`config.mk`:
```
export PLATFORM = sky130hd
export DESIGN_NAME = cache_line_fill_ctrl
export DESIGN_NICKNAME = d
export VERILOG_FILES = /design/src/rtl/cache_line_fill_ctrl.sv
export SDC_FILE = /design/constraint.sdc
export NUM_CORES = 1
export LEC_CHECK = 0
export ABC_AREA = 1
export CORE_MARGIN = 5
export CORE_UTILIZATION = 35
export DETAILED_ROUTE_END_ITERATION = 12
export GPL_TIMING_DRIVEN = 0
export PLACE_DENSITY = 0.51
export SETUP_SLACK_MARGIN = 0.5
export SLEW_MARGIN = 20
export SYNTH_ARGS = -nofsm -noshare
export SYNTH_HDL_FRONTEND = slang
export SYNTH_SLANG_ARGS = --single-unit
```
`constraint.sdc`:
```
create_clock -name clk -period 1.9 [get_ports clk]
set_input_delay 0.38 -clock clk [delete_from_list [all_inputs] [get_ports clk]]
set_output_delay 0.38 -clock clk [all_outputs]
set_load 0.005 [all_outputs]
```
`src/rtl/cache_line_fill_ctrl.sv`:
```
// Direct-mapped read cache controller: tag/valid lookup, 32-beat req/ack line refill,
// one-cycle response pulse and saturating hit/miss statistics.
module cache_line_fill_ctrl #(
    parameter int TAG_W   = 4,
    parameter int INDEX_W = 2,
    parameter int OFF_W   = 5,
    parameter int DATA_W  = 8
) (
    input  logic                           clk,
    input  logic                           reset,
    input  logic                           cpu_req,
    input  logic [TAG_W+INDEX_W+OFF_W-1:0] cpu_addr,
    output logic [DATA_W-1:0]              cpu_rdata,
    output logic                           cpu_ready,
    input  logic                           flush,
    output logic                           mem_req,
    output logic [TAG_W+INDEX_W+OFF_W-1:0] mem_addr,
    input  logic [DATA_W-1:0]              mem_rdata,
    input  logic                           mem_ack,
    output logic [7:0]                     hit_cnt,
    output logic [7:0]                     miss_cnt
);
    localparam int AW         = TAG_W + INDEX_W + OFF_W;
    localparam int NUM_LINES  = 2 ** INDEX_W;
    localparam int LINE_BYTES = 2 ** OFF_W;

    typedef enum logic [1:0] {IDLE, LOOKUP, REFILL, RESP} state_t;

    state_t               state, state_nxt;
    logic [AW-1:0]        addr_q;
    logic [TAG_W-1:0]     addr_tag;
    logic [INDEX_W-1:0]   addr_idx;
    logic [OFF_W-1:0]     addr_off;
    logic [TAG_W-1:0]     tag_mem  [NUM_LINES];
    logic [DATA_W-1:0]    data_mem [NUM_LINES][LINE_BYTES];
    logic [NUM_LINES-1:0] valid;
    logic [NUM_LINES-1:0] line_sel;
    logic [OFF_W-1:0]     beat;
    logic [OFF_W-1:0]     beat_inc;
    logic                 refilled;
    logic                 hit;
    logic                 latch_go, hit_go, miss_go, beat_ack, last_beat;

    function automatic logic [7:0] sat_inc(input logic [7:0] v);
        return (v == 8'hFF) ? v : v + 8'd1;
    endfunction

    assign addr_tag = addr_q[AW-1 -: TAG_W];
    assign addr_idx = addr_q[OFF_W +: INDEX_W];
    assign addr_off = addr_q[OFF_W-1:0];
    assign line_sel = NUM_LINES'(1) << addr_idx;
    assign beat_inc = beat + OFF_W'(1);
    assign hit      = valid[addr_idx] && (tag_mem[addr_idx] == addr_tag);

    always_ff @(posedge clk or posedge reset) begin
        if (reset) state <= IDLE;
        else       state <= state_nxt;
    end

    always_comb begin
        state_nxt = state;
        latch_go  = 1'b0;
        hit_go    = 1'b0;
        miss_go   = 1'b0;
        beat_ack  = 1'b0;
        last_beat = 1'b0;
        case (state)
            IDLE: begin
                if (cpu_req) begin
                    latch_go  = 1'b1;
                    state_nxt = LOOKUP;
                end
            end
            LOOKUP: begin
                if (hit) begin
                    hit_go    = 1'b1;
                    state_nxt = RESP;
                end else begin
                    miss_go   = 1'b1;
                    state_nxt = REFILL;
                end
            end
            REFILL: begin
                if (mem_ack) begin
                    beat_ack = 1'b1;
                    if (beat == '1) begin
                        last_beat = 1'b1;
                        state_nxt = LOOKUP;
                    end
                end
            end
            RESP:    state_nxt = IDLE;
            default: state_nxt = IDLE;
        endcase
    end

    // Control and registered outputs; refilled suppresses statistics on the re-lookup after a fill
    always_ff @(posedge clk or posedge reset) begin
        if (reset) begin
            valid     <= '0;
            beat      <= '0;
            refilled  <= 1'b0;
            cpu_ready <= 1'b0;
            cpu_rdata <= '0;
            mem_req   <= 1'b0;
            mem_addr  <= '0;
            hit_cnt   <= '0;
            miss_cnt  <= '0;
        end else begin
            cpu_ready <= hit_go;
            if (latch_go) refilled <= 1'b0;
            if (hit_go) begin
                cpu_rdata <= data_mem[addr_idx][addr_off];
                if (!refilled) hit_cnt <= sat_inc(hit_cnt);
            end
            if (miss_go) begin
                beat     <= '0;
                mem_req  <= 1'b1;
                mem_addr <= {addr_tag, addr_idx, {OFF_W{1'b0}}};
                if (!refilled) miss_cnt <= sat_inc(miss_cnt);
            end
            if (beat_ack && !last_beat) begin
                beat     <= beat_inc;
                mem_addr <= {addr_tag, addr_idx, beat_inc};
            end
            if (last_beat) begin
                mem_req  <= 1'b0;
                refilled <= 1'b1;
            end
            // A flush landing on the final beat still leaves the freshly filled line valid
            if (flush) begin
                valid <= last_beat ? line_sel : '0;
            end else if (miss_go) begin
                valid <= valid & ~line_sel;
            end else if (last_beat) begin
                valid <= valid | line_sel;
            end
        end
    end

    always_ff @(posedge clk) begin
        if (latch_go)  addr_q <= cpu_addr;
        if (last_beat) tag_mem[addr_idx] <= addr_tag;
        if (beat_ack)  data_mem[addr_idx][beat] <= mem_rdata;
    end

endmodule

```
Word-level counts from Yosys, hierarchy flattened:

Memory sizes are Yosys's and may differ from the RTL's. A register that Yosys moved wholly into a read port is not among the register bits.
Index checks and enable logic that the tools add are counted.

* bits of input ports: 24
* memories: 2
* logic and storage cells: 92
* bits in writable memories: 1040
* flip-flop bits (word level): 60

* mux-type cells: 41
* order comparisons: 4
* shifts and indexed selects: 1
* reduce and logical (&&, ||, !) cells: 12
* equality and inequality tests: 10
* add/subtract/negate cells: 3
* bitwise operators: 8

Memory list
* data_mem: depth 4, bits a word 256, read ports 1, clocked after memory_dff 1, wr ports 1, RTL line 35 `logic [DATA_W-1:0] data_mem [NUM_LINES][LINE_BYTES];`
* tag_mem: depth 4, bits a word 4, read ports 1, clocked after memory_dff 1, wr ports 1, RTL line 34 `logic [TAG_W-1:0] tag_mem [NUM_LINES];`

Operators by type and width (count)
* two-way mux 256 bit: 1
* binary-select mux 8 bit (select 5 bit): 1
* demux 8 bit (select 5 bit): 1
* two-way mux 8 bit: 3
* two-way mux 11 bit: 2
* two-way mux 1 bit: 20
* adder 8 x 1 -> 8 bit (second input constant): 2
* == test 8 bit (second input constant): 2
* two-way mux 4 bit: 4
* >= comparator 6 bit (second input constant): 2
* inverter 5 -> 6 bit: 2
* two-way mux 2 bit: 5
* two-way mux 5 bit: 2
* AND reduction 3 bit: 3
* one-hot mux 2 bit (4 select lines): 1
* less-than comparator 6 x 1 -> 1 bit (second input constant): 1
* inequality test 2 bit (second input constant): 3
* nonzero test 2 bit: 3
* adder 5 x 1 -> 5 bit (second input constant): 1
* == test 5 bit (second input constant): 1
* AND 4 bit: 1
* == test 2 bit (second input constant): 2
* == test 4 bit: 1
* inverter 4 bit: 1
* 10 further kinds: 14

Depth between registers and ports, before layout:

Gate-level depths: netlist of the first run.

* depth in word-level cells: 7
* gate-level depth with buffers: 15

Worst setup path before layout of the first run:

No wires, ideal clock.

* kind: reg2reg
* from: reg, netlist name mem_addr[0]
* to: mem data_mem[0][104] in the netlist's numbering, enable pin
* path buffers: 0
* cell stages (with the launch flop): 7
* setup slack: -0.021 ns
* data arrival time: 1.551 ns
* path through: dfrtp_1 inv_1 ha_1 inv_1 nor2_1 nand2_1 nor2_1

RTL lines (RTL line)
* end: declaration: 35

Final worst setup path of the first run:

* from: reg addr_q[0]
* to: reg cpu_rdata[1]

* cells in the longest elaborated chain, start to end: 4

Ends and longest elaborated chain
* start: declaration: RTL line 30 `logic [AW-1:0] addr_q;`
* start signal: assignment: RTL line 142 `if (latch_go) addr_q <= cpu_addr;`
* inverter 5 -> 6 bit (not written as such): RTL line 113 `cpu_rdata <= data_mem[addr_idx][addr_off];`
* binary-select mux 8 bit (select 5 bit): RTL line 113
* two-way mux 8 bit (not written as such) (2 in series): RTL line 113
* end signal: assignment: RTL line 113
* end: declaration: RTL line 13 `output logic [DATA_W-1:0] cpu_rdata,`

No other way between the ends. The select of a mux whose other input is x is not followed.
A chain may end at the register's enable or synchronous reset.

==> impl_metrics.tcl, run 1 <==
set metrics [dict create \
    grt_start_max_net_pins 103 \
    cts_max_level 3 \
    nFillCells 11500 \
    instances_no_fill 6134 \
    overflow 0 \
    critPathKind "register to register" \
    synth_cells 3938 \
    drc_errors 0 \
    finalPower_w 0.0732 \
    synth_area_per_cell_um2 11.4 \
    drive_gt1_share_pct 24.5 \
    cts_buffer_depth 3 \
    slew-limit-headroom_pct 48.7 \
    hold_viol_final 0 \
    required_ps 2560 \
    setup_violations 717 \
    grt_pass1_wl_mm 225 \
    drt_wl_total_mm 164 \
    rsz0062_at_grt "true" \
    power_density_nw_per_um2 1240 \
    drv_cap 0 \
    netlist_area_um2 45100 \
    yosysSeqAreaShare_pct 72.5 \
    dr.pass1.iters 5 \
    min_period_ps 2300 \
    ios 61 \
    max_freq_ghz 0.435 \
    min_period_over_period_pct 121 \
    setup_tns_ps -39530 \
    setup_ws_ps -398 \
    design_area_um2 59200 \
    dieHeight_um 369 \
    clock_latency_ps 720 \
    synth.ff_latch_count 1097 \
    power_leakage_nw 21.5 \
    cp-end-kind "register" \
    cts_tree "built" \
    vias 32800 \
    wl_per_cell_um 26.7 \
    ir_worst_vdd_uv 751 \
    dr.first_iter.drc_count 3740 \
    dpl_cell_area_um2 48600 \
    yosysWarningCount 0 \
    crit_arrival_ps 2960 \
    row_count 131 \
    status "complete, but fails checks" \
    syn_to_final_growth_pct 31.3 \
    die_w_um 369 \
    postRouteAntennaNets 0 \
    dp_hpwl_mm 107 \
    clockRootBuffer "clkbuf_16" \
    violations "setup timing" \
    place_inst 5671 \
    yosysUniqueCellTypes 34 \
    critPathMaxFanout 10 \
    crit_path_cell_trace "buf_4 -> buf_2 -> nand3_1 -> nand2_2 -> nand2_1 -> nand3_2 -> nand3_1 -> nand3_2 -> nand3_4 -> nand2_1" \
    finalClockSkew_ps 24.6 \
    antenna_found_initial 3 \
    hold_path.class "input port to register" \
    slew_viol_final 0 \
    clk_pin_slew_worst_paths_ps 60 \
    worst_pin_slew_ps 766 \
    whs_ps 52.5 \
    grt.total_usage_pct 23.1 \
    core_area_um2 128000 \
    cp-start-kind "register" \
    synth_nets 3969 \
    nNetsFinal 4404 \
    die_area_um2 136000 \
    slowest_delay_ps 490 \
    slowest_stage "edfxtp_1" \
    start_util_pct 35.3 \
    grt_pass1_vias 30400 \
    cts_made_buffers 112 \
    cts_sinks 1097 \
    vias_per_cell 5.35 \
    port_buffers 60 \
    globalplace.congestion 0.963 \
]
registers in the layout (all words and copies together) (netlist names), named ones only:
signal / flops
data_mem: 1024
tag_mem: 16
addr_q: 11
mem_addr: 11
cpu_rdata: 8
hit_cnt: 8
miss_cnt: 8
state: 2
cpu_ready: 1
mem_req: 1
refilled: 1
report_power, final:
| group | internal, W | total (W) | switching, W |
|---|---|---|---|
| clock | 0.0129 | 0.0224 | 0.00956 |
| sequential | 0.0268 | 0.0271 | 0.000257 |
| combinational | 0.00763 | 0.0237 | 0.0161 |
cells in the final DEF, fill, tap and decap left out, drive strengths merged:
cell type      synthesis  final
o21ai                 12     12
bufinv                 0     12
dfrtp                 44     44
nand3b                 1      1
nand3                913    913
o21a                   2      2
a21oi                  3      3
clkbuf                58    226
edfxtp              1051   1051
buf                  180    454
dfxtp                  2      2
dlymetal6s2s           0      1
a31oi                  1      1
clkinv                 1     57
dlygate4sd3            0      2
nand4                  1      1
xor2                   6      6
nand2               1443   1443
diode                  0      1
nor3                  14     14
o31ai                  1      1
inv                   38     36
nor2                 150    150
xnor2                  9      9
ha                     7      7
clkdlybuf4s50          0     15
clkinvlp               0      7
or2                    1      1
worst max-delay path: cells and delay by family (launching register included):
family        cells  cell delay (ps)
buf+inv           2              720
flops             1              490
simple gates      8              980
cell usage after synthesis, drive strengths merged:
library cell | instances | area, um^2
nor3 | 14 | 70.1
o21ai | 12 | 60.1
clkbuf | 58 | 218
nand2 | 1443 | 5440
nand3b | 1 | 7.51
nor2 | 150 | 576
dfrtp | 44 | 1100
nand4 | 1 | 6.26
edfxtp | 1051 | 31600
nand3 | 913 | 4580
xnor2 | 9 | 78.8
a21oi | 3 | 15.0
a31oi | 1 | 6.26
dfxtp | 2 | 40.0
o31ai | 1 | 7.51
xor2 | 6 | 52.6
o21a | 2 | 15.0
ha | 7 | 87.6
or2 | 1 | 6.26
buf | 180 | 1000
clkinv | 1 | 5.00
inv | 38 | 148
layer usage:
layer	share of wire (%)	GRT usage [%]	vias to the layer above
li1	-	-	14700
met1	43	32.9	16400
met2	45	35.2	1484
met3	9.0	4.40	270
met4	3.7	8.59	2
met5	0.0079	0	-
timing repair:
| item | CTS | global route |
|---|---|---|
| hold endpoints to repair | 38 | 0 |
| resized for setup | 633 | 432 |
| pin swaps | 85 | 172 |
| hold buffers | 2 | 0 |
| cloned | 0 | 9 |
| endpoints found under the setup margin | 1133 | 1134 |
| setup buffers | 135 | 104 |
final timing paths:
path / start / cells past startpoint / slack, ps / end
min in group asynchronous: reset / 3 / 570 / mem_addr[9]$_DFFE_PP0P_
setup / recovery: addr_q[0]$_DFFE_PP_ / 10 / -400 / cpu_rdata[1]$_DFFE_PP0P_
hold / removal: mem_rdata[4] / 1 / 50 / data_mem[1][28]$_DFFE_PP_
max in group asynchronous: reset / 4 / 790 / hit_cnt[2]$_DFFE_PP0P_
setup reg to reg: addr_q[0]$_DFFE_PP_ / 10 / -400 / cpu_rdata[1]$_DFFE_PP0P_
hold reg to reg: register / 2 / 470 / register
through the flow:
stage          utilization [%]  setup WS (ps)
2_1_floorplan                -            128
3_3_place_gp              37.8          -4440
3_5_place_dp              38.0          -1590
4_1_cts                   43.9           -425
5_1_grt                   46.3           -438
6_report                  46.3           -398
layout make-up:
cell class	instances	area [um^2]	share of cell area, %
Tap cell	1662	2080	3.51
Multi-Input combinational cell	2564	13700	23.2
Sequential cell	1097	32700	55.2
Inverter	39	204	0.344
Clock buffer	139	3030	5.11
Buffer	238	2350	3.97
Timing Repair Buffer	321	4460	7.52
Clock inverter	73	649	1.10
Antenna cell	1	2.50	0.00423
kinds of logic (layout without fill, tap and decap cells):
kind of cell / Yosys count / count (layout) / share of synthesized area (%)
XOR/XNOR: 15 / 15 / 0.291
flip-flops: 1097 / 1097 / 72.5
other: 0 / 1 / 0
buffers and inverters: 277 / 810 / 3.05
AO/OA/AOI/OAI: 19 / 19 / 0.230
AND/OR/NAND/NOR: 2523 / 2523 / 23.7
adder cells (fa/ha/maj): 7 / 7 / 0.194
No activity file was read; power rests on OpenSTA's default activity.
==> inputs of run 2 (changes only) <==
--- a/config.mk
+++ b/config.mk
@@ -7,10 +7,11 @@
 export LEC_CHECK = 0
 export ABC_AREA = 1
 export CORE_MARGIN = 5
-export CORE_UTILIZATION = 35
+export CORE_UTILIZATION = 25
+export CTS_CLUSTER_SIZE = 16
 export DETAILED_ROUTE_END_ITERATION = 12
 export GPL_TIMING_DRIVEN = 0
-export PLACE_DENSITY = 0.51
+export PLACE_DENSITY = 0.4
 export SETUP_SLACK_MARGIN = 0.5
 export SLEW_MARGIN = 20
 export SYNTH_ARGS = -nofsm -noshare
==> run 2 against run 1 <==
The flow still finishes with violations (setup timing). Clock skew down 1.9 ps. Design area is 4.6% higher. Clock-buffer cell count increased by 19. Setup slack worse by 34 ps. Worst hold slack lost 9.7 ps. Sequential power barely moved. Clock power is 2% lower. Largest cell class unchanged. Largest power group unchanged. Highest routed layer is now met4.
==> impl_metrics.tcl, run 2 (synthesis results as in run 1) <==
set metrics [dict create \
    min_period_ps 2330 \
    dp_hpwl_mm 120 \
    finalClockSkew_ps 22.8 \
    die_area_um2 189000 \
    grt_start_max_net_pins 90 \
    vias 32400 \
    slew-limit-headroom_pct 45.1 \
    globalplace.congestion 0.973 \
    top_register "data_mem" \
    grt_pass1_wl_mm 240 \
    ir_worst_vdd_uv 750 \
    cp-end-kind "register" \
    grt.total_usage_pct 18.1 \
    cts_max_level 3 \
    setup_violations 276 \
    violations "setup timing" \
    nNetsFinal 4516 \
    rsz0062_at_grt "true" \
    drc_errors 0 \
    antenna_found_initial 5 \
    cts_made_buffers 118 \
    whs_ps 42.8 \
    grt_pass1_vias 30200 \
    hold_path.class "input port to register" \
    die_w_um 435 \
    wl_per_cell_um 26.0 \
    setup_ws_ps -432 \
    power_leakage_nw 22.4 \
    finalPower_w 0.0748 \
    max_freq_ghz 0.429 \
    cts_buffer_depth 3 \
    layout.cells.most_common_list "nand2_1, edfxtp_1, nand3_1, buf_12, buf_4" \
    critPathKind "register to register" \
    vias_per_cell 4.67 \
    cp-start-kind "register" \
    slew_viol_final 0 \
    ios 61 \
    dieHeight_um 435 \
    largestRegisters "data_mem x1024, tag_mem x16" \
    postRouteAntennaNets 0 \
    clockRootBuffer "clkbuf_16" \
    cts_tree "built" \
    clk_pin_slew_worst_paths_ps 60 \
    cts_sinks 1097 \
    required_ps 2580 \
    row_count 155 \
    drv_cap 0 \
    hold_viol_final 0 \
    antennaDiodeCount 0 \
    crit_arrival_ps 3010 \
    critPathMaxFanout 10 \
    drive_gt1_share_pct 27.0 \
    dr.pass1.iters 5 \
    port_buffers 60 \
    clock_latency_ps 740 \
    power_density_nw_per_um2 1210 \
    overflow 0 \
    syn_to_final_growth_pct 37.4 \
    largest_reg_flops 1024 \
    final_common_cell "nand2_1" \
    dr.first_iter.drc_count 2902 \
    drt_wl_total_mm 180 \
    status "complete, but fails checks" \
    core_area_um2 179000 \
    min_period_over_period_pct 123 \
    worst_pin_slew_ps 824 \
    start_util_pct 25.2 \
]
## run 2: final cells by class
class                           instances  area (um^2)
Buffer                                238         2540
Clock buffer                          158         3190
Clock inverter                         57          375
Fill cell                           17700       117000
Inverter                               39          258
Multi-Input combinational cell       2566        14100
Sequential cell                      1097        32700
Tap cell                             2355         2950
Timing Repair Buffer                  423         5820
Timing Repair inverter                  2         20.0
## run 2: stage by stage
step	TNS [ps]	setup WS, ps	util (%)	std cells	instance area [um^2]
after global placement	-6106880	-4820	27.5	6353	49100
after floorplan	0	128	-	3938	45600
after CTS	-71400	-443	31.8	6687	56900
after global routing	-34370	-437	34.6	6935	62000
final	-11460	-432	34.6	6935	62000
after detailed placement	-1061090	-1630	27.7	6372	49700
## run 2: critical path, cell delays in order (launching register included)
cell and delay, ps:
dfxtp_2 340, buf_12 150, buf_12 170, buf_16 190, buf_6 190, nand2_1 90, nand3_1 150, nand3_1 130
nand2_1 100, nand2_1 60, nand3_1 110, nand3_2 170, nand3_2 150, nand3_4 120, nand2_1 70
## run 2: repair_timing
| action | 4_1_cts | 5_1_grt |
|---|---|---|
| pin swaps | 59 | 197 |
| hold buffers | 2 | 0 |
| cloned | 3 | 15 |
| setup endpoints to repair | 1134 | 1134 |
| resized for setup | 623 | 561 |
| hold endpoints to repair | 30 | 0 |
| buffers inserted | 95 | 233 |
## run 2: report_power, final
group / internal (W) / switching (W)
Combinational: 0.00876 / 0.0170
Sequential: 0.0268 / 0.000258
Clock: 0.0122 / 0.00974
## run 2: worst paths after layout
check                             startpoint                        end  slack (ps)  cells after the start
worst max-delay path                register   cpu_rdata[6]$_DFFE_PP0P_        -430                     14
worst min-delay path            mem_rdata[7]  data_mem[0][23]$_DFFE_PP_          40                      1
worst max register to register      register   cpu_rdata[6]$_DFFE_PP0P_        -430                     14
worst min register to register      register                   register         470                      2
max in group asynchronous              reset    mem_addr[2]$_DFFE_PP0P_         880                      4
min in group asynchronous              reset    miss_cnt[4]$_DFFE_PP0P_         500                      3
## run 2: layer usage
metal	part of all wire [%]	GRT usage, %	vias to the layer above	wire (um)
met4	3.4	5.43	0	6140
met2	48	29.9	951	85900
met5	0	0	-	0
met3	5.6	3.06	254	10000
met1	43	24.5	16300	78000
li1	-	-	14900	-
